**config.mk**
```make
export PLATFORM = sky130hd
export DESIGN_NAME = dca_matrix_lsu_row_unpacker
export DESIGN_NICKNAME = d
export VERILOG_FILES = /design/src/rtl/dca_matrix_lsu_row_unpacker_pkg.sv /design/src/rtl/dca_lsu_element_extend.sv /design/src/rtl/dca_matrix_lsu_row_unpacker.sv
export SDC_FILE = /design/constraint.sdc
export NUM_CORES = 1
export LEC_CHECK = 0
export BUFFER_PORTS_ARGS = -buffer_cell sky130_fd_sc_hd__buf_2
export CAP_MARGIN = 20
export CORE_MARGIN = 1.5
export CORE_UTILIZATION = 55
export DETAILED_ROUTE_END_ITERATION = 10
export GPL_TIMING_DRIVEN = 0
export PLACE_DENSITY_LB_ADDON = 0.08
export SYNTH_ARGS = -nofsm -noshare
export SYNTH_HDL_FRONTEND = slang
export SYNTH_SLANG_ARGS = --single-unit
```
**constraint.sdc**
```tcl
create_clock -name clk -period 2.5 [get_ports clk]
set_input_delay 0.5 -clock clk [delete_from_list [all_inputs] [get_ports clk]]
set_output_delay 0.5 -clock clk [all_outputs]
set_load 0.1 [all_outputs]
```
**src/rtl/dca_matrix_lsu_row_unpacker_pkg.sv**
```systemverilog
// Shared LSU definitions: rresp_info field widths and order, element width codes, and helpers.
package dca_matrix_lsu_row_unpacker_pkg;

  localparam int DCA_BW_LSU_ELEMENT          = 32;
  localparam int MAX_BW_MEMORY_SINGLE_DEFAULT = 32;

  // rresp_info = {col_mask, addr_lsa_p3, is_float, is_signed, ncol_m1, nrow_m1, stride_ls3, addr, opcode}
  localparam int BW_RRESP_OPCODE = 3;
  localparam int BW_RRESP_ADDR   = 32;
  localparam int BW_RRESP_STRIDE = 32;
  localparam int BW_RRESP_LSA    = 3;

  localparam logic [2:0] DCA_ELEM_W1  = 3'd0;
  localparam logic [2:0] DCA_ELEM_W2  = 3'd1;
  localparam logic [2:0] DCA_ELEM_W4  = 3'd2;
  localparam logic [2:0] DCA_ELEM_W8  = 3'd3;
  localparam logic [2:0] DCA_ELEM_W16 = 3'd4;
  localparam logic [2:0] DCA_ELEM_W32 = 3'd5;

  function automatic int bw_rresp_idx(input int ncol);
    return (ncol > 1) ? $clog2(ncol) : 1;
  endfunction

  function automatic int bw_rresp_info(input int ncol);
    return ncol + BW_RRESP_LSA + 2 + 2 * bw_rresp_idx(ncol)
         + BW_RRESP_STRIDE + BW_RRESP_ADDR + BW_RRESP_OPCODE;
  endfunction

  // Reserved codes 6/7 map onto the widest element.
  function automatic logic [2:0] clamp_width_code(input logic [2:0] code);
    return (code > DCA_ELEM_W32) ? DCA_ELEM_W32 : code;
  endfunction

  function automatic logic [31:0] width_mask(input logic [2:0] code);
    case (code)
      DCA_ELEM_W1:  return 32'h0000_0001;
      DCA_ELEM_W2:  return 32'h0000_0003;
      DCA_ELEM_W4:  return 32'h0000_000F;
      DCA_ELEM_W8:  return 32'h0000_00FF;
      DCA_ELEM_W16: return 32'h0000_FFFF;
      default:      return 32'hFFFF_FFFF;
    endcase
  endfunction

endpackage

```
**src/rtl/dca_lsu_element_extend.sv**
```systemverilog
// One column of the unpacker: keeps the low bits of a slice at the coded width,
// sign/zero-extends them to the element width, and zeroes disabled columns. Combinational.
module dca_lsu_element_extend
  import dca_matrix_lsu_row_unpacker_pkg::*;
#(
  parameter int BW_ELEMENT = DCA_BW_LSU_ELEMENT
) (
  input  logic [MAX_BW_MEMORY_SINGLE_DEFAULT-1:0] slice,
  input  logic [2:0]                              width_code,
  input  logic                                    is_signed,
  input  logic                                    col_en,
  output logic [BW_ELEMENT-1:0]                   element
);

  logic [31:0]           keep;
  logic                  msb;
  logic [BW_ELEMENT-1:0] slice_w;
  logic [BW_ELEMENT-1:0] keep_w;

  always_comb begin
    keep    = width_mask(width_code);
    slice_w = BW_ELEMENT'(slice);
    keep_w  = BW_ELEMENT'(keep);
    case (width_code)
      DCA_ELEM_W1:  msb = slice[0];
      DCA_ELEM_W2:  msb = slice[1];
      DCA_ELEM_W4:  msb = slice[3];
      DCA_ELEM_W8:  msb = slice[7];
      DCA_ELEM_W16: msb = slice[15];
      default:      msb = slice[31];
    endcase
    // Single-bit elements carry no sign, so they always zero-extend.
    if (!col_en)
      element = '0;
    else if (is_signed && (width_code != DCA_ELEM_W1) && msb)
      element = slice_w | ~keep_w;
    else
      element = slice_w & keep_w;
  end

endmodule

```
**src/rtl/dca_matrix_lsu_row_unpacker.sv**
```systemverilog
// Load-path row unpacker with a 2-entry FIFO between the packed-row and unpacked-row handshakes.
// Optional perf counters under DCA_ROW_UNPACKER_PERF_EN.
module dca_matrix_lsu_row_unpacker
  import dca_matrix_lsu_row_unpacker_pkg::*;
#(
  parameter int  MATRIX_SIZE_PARA     = 4,
  parameter int  BW_LSU_ELEMENT       = 32,
  parameter int  BW_TXN_INFO          = 8,
  localparam int MATRIX_NUM_COL       = MATRIX_SIZE_PARA,
  localparam int BW_MEMORY_ROW_BUFFER = 32 * MATRIX_NUM_COL,
  localparam int BW_RRESP_INFO        = bw_rresp_info(MATRIX_NUM_COL),
  localparam int BW_LROW              = BW_LSU_ELEMENT * MATRIX_NUM_COL
) (
  input  logic                            clk,
  input  logic                            rstnn,
  input  logic                            clear,
  input  logic                            enable,
  input  logic [BW_RRESP_INFO-1:0]        rresp_info,
  input  logic                            mrow_valid,
  output logic                            mrow_ready,
  input  logic [BW_MEMORY_ROW_BUFFER-1:0] mrow_data,
  input  logic [BW_TXN_INFO-1:0]          mrow_txn_info,
  output logic                            lrow_valid,
  input  logic                            lrow_ready,
  output logic [BW_LROW-1:0]              lrow_data,
  output logic [BW_TXN_INFO-1:0]          lrow_txn_info
`ifdef DCA_ROW_UNPACKER_PERF_EN
  ,
  output logic [31:0]                     perf_row_count,
  output logic [31:0]                     perf_stall_count
`endif
);

  localparam int OFS_SIGNED = BW_RRESP_OPCODE + BW_RRESP_ADDR + BW_RRESP_STRIDE
                            + 2 * bw_rresp_idx(MATRIX_NUM_COL);
  localparam int OFS_FLOAT  = OFS_SIGNED + 1;
  localparam int OFS_LSA    = OFS_SIGNED + 2;
  localparam int OFS_MASK   = OFS_LSA + BW_RRESP_LSA;

  logic                      is_signed;
  logic [2:0]                width_code;
  logic [MATRIX_NUM_COL-1:0] col_mask;
  logic                      unused_info;
  logic [BW_LROW-1:0]        unpacked;

  assign is_signed  = rresp_info[OFS_SIGNED];
  assign width_code = clamp_width_code(rresp_info[OFS_LSA +: BW_RRESP_LSA]);
  assign col_mask   = rresp_info[OFS_MASK +: MATRIX_NUM_COL];
  // is_float and the address/shape fields play no part in unpacking.
  assign unused_info = ^{rresp_info[OFS_FLOAT], rresp_info[OFS_SIGNED-1:0]};

  for (genvar i = 0; i < MATRIX_NUM_COL; i++) begin : g_col
    logic [MAX_BW_MEMORY_SINGLE_DEFAULT-1:0] slice;
    // Columns are packed densely at the element width, so column i starts at i << code.
    assign slice = MAX_BW_MEMORY_SINGLE_DEFAULT'(mrow_data >> (32'(i) << width_code));

    dca_lsu_element_extend #(
      .BW_ELEMENT (BW_LSU_ELEMENT)
    ) u_extend (
      .slice      (slice),
      .width_code (width_code),
      .is_signed  (is_signed),
      .col_en     (col_mask[i]),
      .element    (unpacked[BW_LSU_ELEMENT*i +: BW_LSU_ELEMENT])
    );
  end

  logic [1:0]             count;
  logic                   run;
  logic [BW_LROW-1:0]     head_data;
  logic [BW_LROW-1:0]     tail_data;
  logic [BW_TXN_INFO-1:0] head_tag;
  logic [BW_TXN_INFO-1:0] tail_tag;
  logic                   push;
  logic                   pop;

  // run keeps mrow_ready low for the whole reset period, even with enable high.
  assign mrow_ready    = enable & run & (count != 2'd2);
  assign lrow_valid    = enable & (count != 2'd0);
  assign lrow_data     = (count != 2'd0) ? head_data : '0;
  assign lrow_txn_info = (count != 2'd0) ? head_tag  : '0;
  assign push          = mrow_valid & mrow_ready;
  assign pop           = lrow_valid & lrow_ready;

  always_ff @(posedge clk or negedge rstnn) begin
    if (!rstnn) begin
      run       <= 1'b0;
      count     <= 2'd0;
      head_data <= '0;
      tail_data <= '0;
      head_tag  <= '0;
      tail_tag  <= '0;
    end else begin
      run <= 1'b1;
      if (clear) begin
        count <= 2'd0;
      end else begin
        case ({push, pop})
          2'b10: begin
            if (count == 2'd0) begin
              head_data <= unpacked;
              head_tag  <= mrow_txn_info;
            end else begin
              tail_data <= unpacked;
              tail_tag  <= mrow_txn_info;
            end
            count <= count + 2'd1;
          end
          2'b01: begin
            head_data <= tail_data;
            head_tag  <= tail_tag;
            count     <= count - 2'd1;
          end
          // Both only happen at count 1: the incoming row replaces the departing head.
          2'b11: begin
            head_data <= unpacked;
            head_tag  <= mrow_txn_info;
          end
          default: ;
        endcase
      end
    end
  end

`ifdef DCA_ROW_UNPACKER_PERF_EN
  always_ff @(posedge clk or negedge rstnn) begin
    if (!rstnn) begin
      perf_row_count   <= '0;
      perf_stall_count <= '0;
    end else if (clear) begin
      perf_row_count   <= '0;
      perf_stall_count <= '0;
    end else if (enable) begin
      if (pop)
        perf_row_count <= perf_row_count + 32'd1;
      if (lrow_valid && !lrow_ready)
        perf_stall_count <= perf_stall_count + 32'd1;
    end
  end
`endif

endmodule

```
==> summary.txt, run 1 <==
Setup path
  – Crit. End Element: output pin
  – Startpoint-to-endpoint class of the critical path: flop to output pin
  – Largest fanout of any net on the critical path: 7
  – Reg2Reg Launch Point: count[0]$_DFFE_PN0P_
  – Launching instance or port of the critical path: count[0]$_DFFE_PN0P_
  – Type of origin of the critical path: flop
  – Required time of the critical path: 2000 ps
  – Arrival time of the worst setup path: 2110 ps
  – Register-to-Register Path Depth: 10
  – Capturing point of the worst reg2reg path: head_data[127]$_DFFE_PN0P_
  – Reg-to-reg setup timing slack: 60 ps
  – Capture point of the worst path: lrow_data[35]

Min path
  – HP Class: input port to flop

STA
  – Normalized max-slew margin: 38.9%
  – Crit path setup slack, layout: -110 ps
  – Final setup vio count: 134
  – Final number of max-transition violations: 0
  – Number of endpoints with negative hold slack in the final report: 0
  – Clock Skew: 17.3 ps
  – Crit share post-route: 104%
  – Clock period minus final worst setup slack: 2610 ps
  – Unrepaired setup endpoints after global routing: yes
  – Tightest Pin Transition: 916 ps
  – Post-route worst hold slack: 137 ps
  – Peak Freq: 0.383 GHz

Detailed routing
  – Starting DRT DRC Count: 2,517
  – Wire length on met2: 29.0 mm
  – DR WL met3: 8.61 mm
  – Routed Wire Length: 67.8 mm
  – Met1 Wirelength: 24.9 mm
  – Vias per Instance: 6.72
  – Drt pass-1 iters: 6
  – Max layer used: met4
  – Via total after detailed routing: 16,600
  – Drt drc: 0
  – Number of nets with antenna violations after routing: 0
  – Routed len/inst: 27.4 um

Floorplanning
  – Horiz. Die Dim: 169 um
  – Core footprint: 27,000 um^2
  – Number of core rows: 60
  – Overall die area: 28,500 um^2
  – Floorplan die height: 169 um
  – Starting Density: 56.2%
  – Num ports: 360

CTS
  – Clock-pin slew reported for the worst setup and hold paths after clock tree synthesis: 60 ps
  – Max Buffers Root-to-Sink: 3
  – TritonCTS sink count: 275
  – Maximum level of the CTS H-tree: 1
  – Clock insertion delay at the later pin of the skew report: 580 ps
  – TritonCTS clock tree: yes
  – Inserted Clock Buffers: 29
  – Clock root buffer: sky130_fd_sc_hd__clkbuf_16

Layout
  – Count of nets after finishing: 2,325
  – Fraction of final layout cells sized beyond drive strength 1: 25.9%
  – Number of fillers in the final layout: 1,999
  – Area Overhead vs Synth: 28.9%
  – Count of non-filler cells in the finished layout: 2,470
  – Final cell area excluding filler cells: 19,500 um^2

Synth
  – Largest cells by area after synthesis: sky130_fd_sc_hd__dfrtp_1, sky130_fd_sc_hd__nand2_1, sky130_fd_sc_hd__a21oi_1
  – Post-synthesis cell type with the largest combined area: sky130_fd_sc_hd__dfrtp_1
  – Share of flip-flops with an asynchronous set or reset after synthesis: 100%
  – Sequential share of the synthesized area: 45.5%
  – Synth Instances: 1,773
  – Share of the synthesized area in the top cell type: 45.5%
  – Register bit count reported by yosys: 275
  – Post-Synthesis Net Count: 1,995
  – Count of flip-flops with a built-in enable after synthesis: 0
  – Post-synthesis instance area: 15,100 um^2
  – Commonest register cell after synthesis: sky130_fd_sc_hd__dfrtp_1
  – Post-synthesis cell type count: 78
  – Average size of a mapped cell: 8.54 um^2
  – Number of warnings issued by yosys: 0

Run status
  – Run status: finished with violations
  – Failing checks: setup timing

Placement
  – Final weighted congestion of routability-driven global placement: 1.04
  – Number of buffers added on ports: 280
  – Placed Cells: 2,397
  – Post-DP Area: 17,100 um^2
  – Pre-CTS setup slack: -615 ps
  – DP Wirelength: 47.5 mm

Pwr
  – Final Power: 13.6 mW
  – Power per cell area: 696 nW/um^2
  – P_leak: 9.14 nW
  – Peak supply drop: 661 uV

Global routing
  – Number of antenna violations at the first check in global routing: 3
  – First-pass GRT wire length: 100 mm
  – Overall fraction of global-route tracks in use: 47.4%
  – Vias in the first global route: 16,500
  – Final global-route overflow total: 0
  – Largest net degree at the start of global routing: 106

Flow run
  – Max-capacitance violation count: 0
==> cells in the final DEF, fill, tap and decap left out, types with 11 or more instances in the layout <==
cell type	synthesis	routed
sky130_fd_sc_hd__a31oi_1	40	40
sky130_fd_sc_hd__o211ai_1	13	13
sky130_fd_sc_hd__clkbuf_16	0	37
sky130_fd_sc_hd__nor2b_1	142	100
sky130_fd_sc_hd__nand2_1	289	288
sky130_fd_sc_hd__buf_2	69	204
sky130_fd_sc_hd__mux2i_1	11	11
sky130_fd_sc_hd__o41ai_1	12	12
sky130_fd_sc_hd__dfrtp_1	275	275
sky130_fd_sc_hd__a21oi_1	179	179
sky130_fd_sc_hd__o31ai_1	46	46
sky130_fd_sc_hd__buf_6	7	15
sky130_fd_sc_hd__a221oi_1	18	18
sky130_fd_sc_hd__a22o_1	23	23
sky130_fd_sc_hd__clkbuf_2	2	13
sky130_fd_sc_hd__nor2b_4	0	12
sky130_fd_sc_hd__o21ai_1	32	35
sky130_fd_sc_hd__buf_12	0	32
sky130_fd_sc_hd__buf_4	13	122
sky130_fd_sc_hd__clkbuf_1	68	48
sky130_fd_sc_hd__nand3_1	45	45
sky130_fd_sc_hd__nor2_1	113	112
sky130_fd_sc_hd__and3_1	75	75
sky130_fd_sc_hd__o21ai_0	111	108
sky130_fd_sc_hd__nor2b_2	0	30
sky130_fd_sc_hd__o22ai_1	30	30
sky130_fd_sc_hd__and2_1	20	20
sky130_fd_sc_hd__clkbuf_8	0	12
==> worst max-delay path, cell delays in order (launching register included) <==
cell                        delay [ps]
sky130_fd_sc_hd__dfrtp_1           370
sky130_fd_sc_hd__buf_6             130
sky130_fd_sc_hd__nor2_4            190
sky130_fd_sc_hd__clkbuf_8          220
sky130_fd_sc_hd__buf_16            180
sky130_fd_sc_hd__clkbuf_16         200
sky130_fd_sc_hd__nor2b_2            80
sky130_fd_sc_hd__buf_12            170
==> how the worst min path moves through the flow <==
stage	start	to	slack (ps)	cells past startpoint
finish	mrow_txn_info[2]	tail_tag[2]$_DFFE_PN0P_	140	3
global route	clear	count[0]$_DFFE_PN0P_	150	2
CTS	clear	count[1]$_DFFE_PN0P_	130	2
detailed placement	tail_data[102]$_DFFE_PN0P_	tail_data[102]$_DFFE_PN0P_	460	2
global placement	tail_data[116]$_DFFE_PN0P_	tail_data[116]$_DFFE_PN0P_	450	2
floorplan	rstnn	count[0]$_DFFE_PN0P_	200	0
==> sequential cells by signal, indices dropped and copies added, names as in the netlist <==
register   cells
head_data    128
tail_data    128
head_tag       8
tail_tag       8
count          2
run            1
==> what timing repair did <==
action | 4_1_cts | 5_1_grt
setup buffers | 8 | 3
resized for setup | 338 | 23
hold endpoints to repair | 43 | 0
hold buffers | 1 | 0
pin swaps | 5 | 1
gates cloned | 4 | 0
endpoints found under the setup margin | 244 | 220
==> stage by stage <==
| stage | util, % | setup TNS, ps |
|---|---|---|
| 6_report | 72.4 | -6750 |
| 5_1_grt | 72.4 | -11290 |
| 4_1_cts | 72.0 | -1140 |
| 3_5_place_dp | 63.4 | -89050 |
| 3_3_place_gp | 63.0 | -1213510 |
| 2_1_floorplan | - | -31050 |
==> cell type report <==
class / count / area [um^2] / share of cell area (%)
multi-input cells: 1325 / 7610 / 39.0
flip-flops and latches: 275 / 6880 / 35.3
repair buffers: 299 / 2470 / 12.6
plain buffers: 165 / 1060 / 5.41
clock buffers: 36 / 782 / 4.01
well taps: 341 / 427 / 2.19
clock inverters: 18 / 256 / 1.31
inverters: 8 / 30.0 / 0.154
diodes: 3 / 7.51 / 0.0385
==> Yosys cell counts, types with 6 or more instances <==
library cell / number
sky130_fd_sc_hd__a21oi_1: 179
sky130_fd_sc_hd__a31oi_1: 40
sky130_fd_sc_hd__o21ai_0: 111
sky130_fd_sc_hd__nor3_1: 6
sky130_fd_sc_hd__clkbuf_1: 68
sky130_fd_sc_hd__dfrtp_1: 275
sky130_fd_sc_hd__and2_1: 20
sky130_fd_sc_hd__a221oi_1: 18
sky130_fd_sc_hd__a22o_1: 23
sky130_fd_sc_hd__a21o_1: 10
sky130_fd_sc_hd__o211ai_1: 13
sky130_fd_sc_hd__buf_2: 69
sky130_fd_sc_hd__buf_4: 13
sky130_fd_sc_hd__o31ai_1: 46
sky130_fd_sc_hd__o22ai_1: 30
sky130_fd_sc_hd__and3_1: 75
sky130_fd_sc_hd__mux2i_1: 11
sky130_fd_sc_hd__nor2b_1: 142
sky130_fd_sc_hd__o41ai_1: 12
sky130_fd_sc_hd__o2bb2ai_1: 6
sky130_fd_sc_hd__nand3_1: 45
sky130_fd_sc_hd__inv_1: 8
sky130_fd_sc_hd__buf_6: 7
sky130_fd_sc_hd__nor2_1: 113
sky130_fd_sc_hd__buf_1: 6
sky130_fd_sc_hd__o21ai_1: 32
sky130_fd_sc_hd__nand2_1: 289
==> where the power goes <==
group,total (mW),internal (mW),switching [mW]
combinational,3.40,1.14,2.26
sequential,5.41,5.07,0.344
clock,4.78,2.84,1.94
==> cells by family (layout without fill, tap and decap cells) <==
group	Yosys count	in the layout	synth area share [%]
XOR/XNOR	1	1	0.0579
flip-flops	275	275	45.5
other	1	4	0.0248
multiplexers	18	18	1.32
AND/OR/NAND/NOR	738	738	24.1
buffers and inverters	173	526	5.55
AO/OA/AOI/OAI	567	567	23.5
==> routing by layer <==
metal / GRT usage [%] / vias to the layer above
met2: 71.2 / 1350
met1: 60.6 / 7998
met3: 12.0 / 333
met5: 0 / -
met4: 32.2 / 0
li1: - / 6913
No activity file was read; power rests on OpenSTA's default activity.
==> run 2: changes to the inputs <==
--- a/config.mk
+++ b/config.mk
@@ -5,11 +5,11 @@
 export SDC_FILE = /design/constraint.sdc
 export NUM_CORES = 1
 export LEC_CHECK = 0
-export BUFFER_PORTS_ARGS = -buffer_cell sky130_fd_sc_hd__buf_2
 export CAP_MARGIN = 20
 export CORE_MARGIN = 1.5
-export CORE_UTILIZATION = 55
+export CORE_UTILIZATION = 60
 export DETAILED_ROUTE_END_ITERATION = 10
+export DONT_BUFFER_PORTS = 1
 export GPL_TIMING_DRIVEN = 0
 export PLACE_DENSITY_LB_ADDON = 0.08
 export SYNTH_ARGS = -nofsm -noshare
==> run 2 against run 1 <==
Against the previous run: routed wire length fell by 3.1%; maximum frequency shrank 2.7%; core utilization increased by 2.9 points; setup slack worse by 74 ps; clock-buffer cell count rose by 7; register-to-register slack worse by 150 ps; clock skew shrank 4.5 ps; clock power is 7.9% lower; design area fell by 5.4%; critical path depth shrank 1; the run ends with hold timing, setup timing left; global-route usage is 0.68 points higher; critical path type unchanged; largest cell class unchanged; combinational power fell by 4%.
==> summary.txt, run 2 (synthesized netlist as in run 1, its figures left out) <==
Detailed routing
  – Number of nets with antenna violations after routing: 0 (unchanged)
  – Routed len/inst: 29.9 um (was 27.4 um)
  – Routed Wire Length: 65.7 mm (was 67.8 mm)
  – Via total after detailed routing: 15,600 (was 16,600)
  – Vias per Instance: 7.13 (was 6.72)
  – Starting DRT DRC Count: 2,640 (was 2,517)
  – Drt pass-1 iters: 8 (was 6)
  – Drt drc: 0 (unchanged)

CTS
  – Max Buffers Root-to-Sink: 3 (unchanged)
  – TritonCTS clock tree: yes (unchanged)
  – Clock root buffer: sky130_fd_sc_hd__clkbuf_16 (unchanged)
  – TritonCTS sink count: 275 (unchanged)
  – Clock-pin slew reported for the worst setup and hold paths after clock tree synthesis: 60 ps (about the same)
  – Inserted Clock Buffers: 30 (was 29)
  – Post-CTS Hold Buffers: 1 (unchanged)
  – Maximum level of the CTS H-tree: 1 (unchanged)
  – Clock insertion delay at the later pin of the skew report: 570 ps (was 580 ps)

Floorplanning
  – Floorplan die height: 162 um (was 169 um)
  – Number of core rows: 57 (was 60)
  – Core footprint: 24,500 um^2 (was 27,000 um^2)
  – Horiz. Die Dim: 162 um (was 169 um)
  – Overall die area: 26,200 um^2 (was 28,500 um^2)
  – Starting Density: 61.7% (was 56.2%)
  – Num ports: 360 (unchanged)

Placement
  – Number of buffers added on ports: 0 (was 280)
  – DP Wirelength: 44.4 mm (was 47.5 mm)
  – Final weighted congestion of routability-driven global placement: 1.10 (was 1.04)
  – Post-DP Area: 16,000 um^2 (was 17,100 um^2)
  – Pre-CTS setup slack: -692 ps (was -615 ps)

Global routing
  – Overall fraction of global-route tracks in use: 48.1% (was 47.4%)
  – Number of antenna violations at the first check in global routing: 4 (was 3)
  – M2 GR Usage: 72.1% (was 71.2%)
  – GR Util met1: 60.6% (about the same)
  – First-pass GRT wire length: 93.7 mm (was 100 mm)
  – GRT busiest layer: met2 (unchanged)
  – Largest net degree at the start of global routing: 276 (was 106)
  – Vias in the first global route: 15,000 (was 16,500)
  – Met3 usage: 16.2% (was 12.0%)
  – Final global-route overflow total: 0 (unchanged)

Layout
  – Count of nets after finishing: 2,063 (was 2,325)
  – Final standard cell utilization of the core: 75.3% (was 72.4%)
  – Area Overhead vs Synth: 22.0% (was 28.9%)
  – Final cell area excluding filler cells: 18,500 um^2 (was 19,500 um^2)
  – Fraction of final layout cells sized beyond drive strength 1: 20.9% (was 25.9%)
  – Most common library cell in the layout ignoring fill and taps: sky130_fd_sc_hd__nand2_1 (unchanged)
  – Leading cell types in the layout, fill and taps excluded: sky130_fd_sc_hd__nand2_1, sky130_fd_sc_hd__dfrtp_1, sky130_fd_sc_hd__a21oi_1, sky130_fd_sc_hd__nor2b_4 (was sky130_fd_sc_hd__nand2_1, sky130_fd_sc_hd__dfrtp_1, sky130_fd_sc_hd__buf_2, sky130_fd_sc_hd__a21oi_1, sky130_fd_sc_hd__buf_4)
  – Largest registers ranked by flip-flop count: head_data x128, tail_data x128 (unchanged)
  – Number of fillers in the final layout: 1,732 (was 1,999)

Setup path
  – Capturing point of the worst reg2reg path: head_data[39]$_DFFE_PN0P_ (was head_data[127]$_DFFE_PN0P_)
  – Reg2Reg Launch Point: count[0]$_DFFE_PN0P_ (unchanged)
  – Capture point of the worst path: lrow_data[16] (was lrow_data[35])
  – Crit. End Element: output pin (unchanged)
  – Type of origin of the critical path: flop (unchanged)
  – Reg-to-reg setup timing slack: -90 ps (was 60 ps)
  – Register-to-Register Path Depth: 10 (unchanged)
  – Largest fanout of any net on the critical path: 8 (was 7)
  – Launching instance or port of the critical path: count[0]$_DFFE_PN0P_ (unchanged)
  – Arrival time of the worst setup path: 2180 ps (was 2110 ps)
  – Startpoint-to-endpoint class of the critical path: flop to output pin (unchanged)
  – Required time of the critical path: 2000 ps (about the same)

STA
  – Final setup vio count: 144 (was 134)
  – Crit share post-route: 107% (was 104%)
  – Crit path setup slack, layout: -183 ps (was -110 ps)
  – Unrepaired setup endpoints after global routing: yes (unchanged)
  – Peak Freq: 0.373 GHz (was 0.383 GHz)
  – Normalized max-slew margin: 44.3% (was 38.9%)
  – Final number of max-transition violations: 0 (unchanged)
  – Post-route worst hold slack: -372 ps (was 137 ps)
  – Number of endpoints with negative hold slack in the final report: 275 (was 0)
  – Tightest Pin Transition: 835 ps (was 916 ps)
  – Clock period minus final worst setup slack: 2680 ps (was 2610 ps)
  – Clock Skew: 12.8 ps (was 17.3 ps)

Min path
  – HP Class: input port to async pin (was input port to flop)

Pwr
  – Power per cell area: 712 nW/um^2 (was 696 nW/um^2)
  – Peak supply drop: 716 uV (was 661 uV)
  – P_leak: 8.23 nW (was 9.14 nW)
  – Final Power: 13.1 mW (was 13.6 mW)

Run status
  – Run status: finished with violations (unchanged)
  – Failing checks: hold timing, setup timing (was setup timing)

Flow run
  – Max-capacitance violation count: 0 (unchanged)
run 2: cell count changes in the layout (fill, tap and decap cells not counted), sizes merged:
cell      previous run  this run
buf                383       129
diode                3         4
clkinv               9         8
bufinv               6         0
clkbuf             115       114
clkinvlp             2         4
bufbuf               1         0
run 2: area by class of cell:
cell class,instances,area (um^2),share of cell area [%]
antenna,4,10.0,0.0542
buffer,165,1160,6.27
clock buffer,43,881,4.77
clock inverter,13,86.3,0.467
inverter,8,30.0,0.163
multi-input combinational,1325,8490,45.9
sequential,275,6880,37.3
tap,324,405,2.19
timing repair buffer,36,532,2.88
run 2: power breakdown:
part           total, mW  internal, mW  switching [mW]
registers           5.48          5.07           0.413
clock network       4.40          2.45            1.94
logic               3.27          1.19            2.07
total               13.1          8.72            4.43
run 2: worst min path at each step:
stage | from | to
final | rstnn | head_data[57]$_DFFE_PN0P_
after global routing | rstnn | tail_data[47]$_DFFE_PN0P_
after CTS | rstnn | tail_data[47]$_DFFE_PN0P_
after detailed placement | rstnn | head_data[57]$_DFFE_PN0P_
after global placement | rstnn | head_data[57]$_DFFE_PN0P_
after floorplan | rstnn | count[0]$_DFFE_PN0P_
run 2: what timing repair did:
action                                  CTS  global route
pin swaps                                 1             2
gates cloned                              6             5
endpoints found under the hold margin   277           275
buffers inserted                          7            13
gates resized for setup                 211            61
endpoints found under the setup margin  229           256
run 2: metal layers:
layer	up-vias	wire length (um)
li1	6406	-
met1	7574	22800
met5	-	0
met4	0	4820
met2	1355	28400
met3	312	9620
run 2: stage by stage:
stage / cells / setup TNS [ps]
3_3_place_gp: 2097 / -126710
5_1_grt: 2190 / -16380
6_report: 2193 / -15000
3_5_place_dp: 2101 / -80010
4_1_cts: 2171 / -13080
2_1_floorplan: 1773 / -31050
run 2: critical path, cell delays in order, from the launching register on:
cell,delay (ps)
sky130_fd_sc_hd__dfrtp_1,380
sky130_fd_sc_hd__buf_6,130
sky130_fd_sc_hd__nor2_4,70
sky130_fd_sc_hd__buf_12,150
sky130_fd_sc_hd__clkbuf_16,150
sky130_fd_sc_hd__buf_16,160
sky130_fd_sc_hd__nor2b_4,530
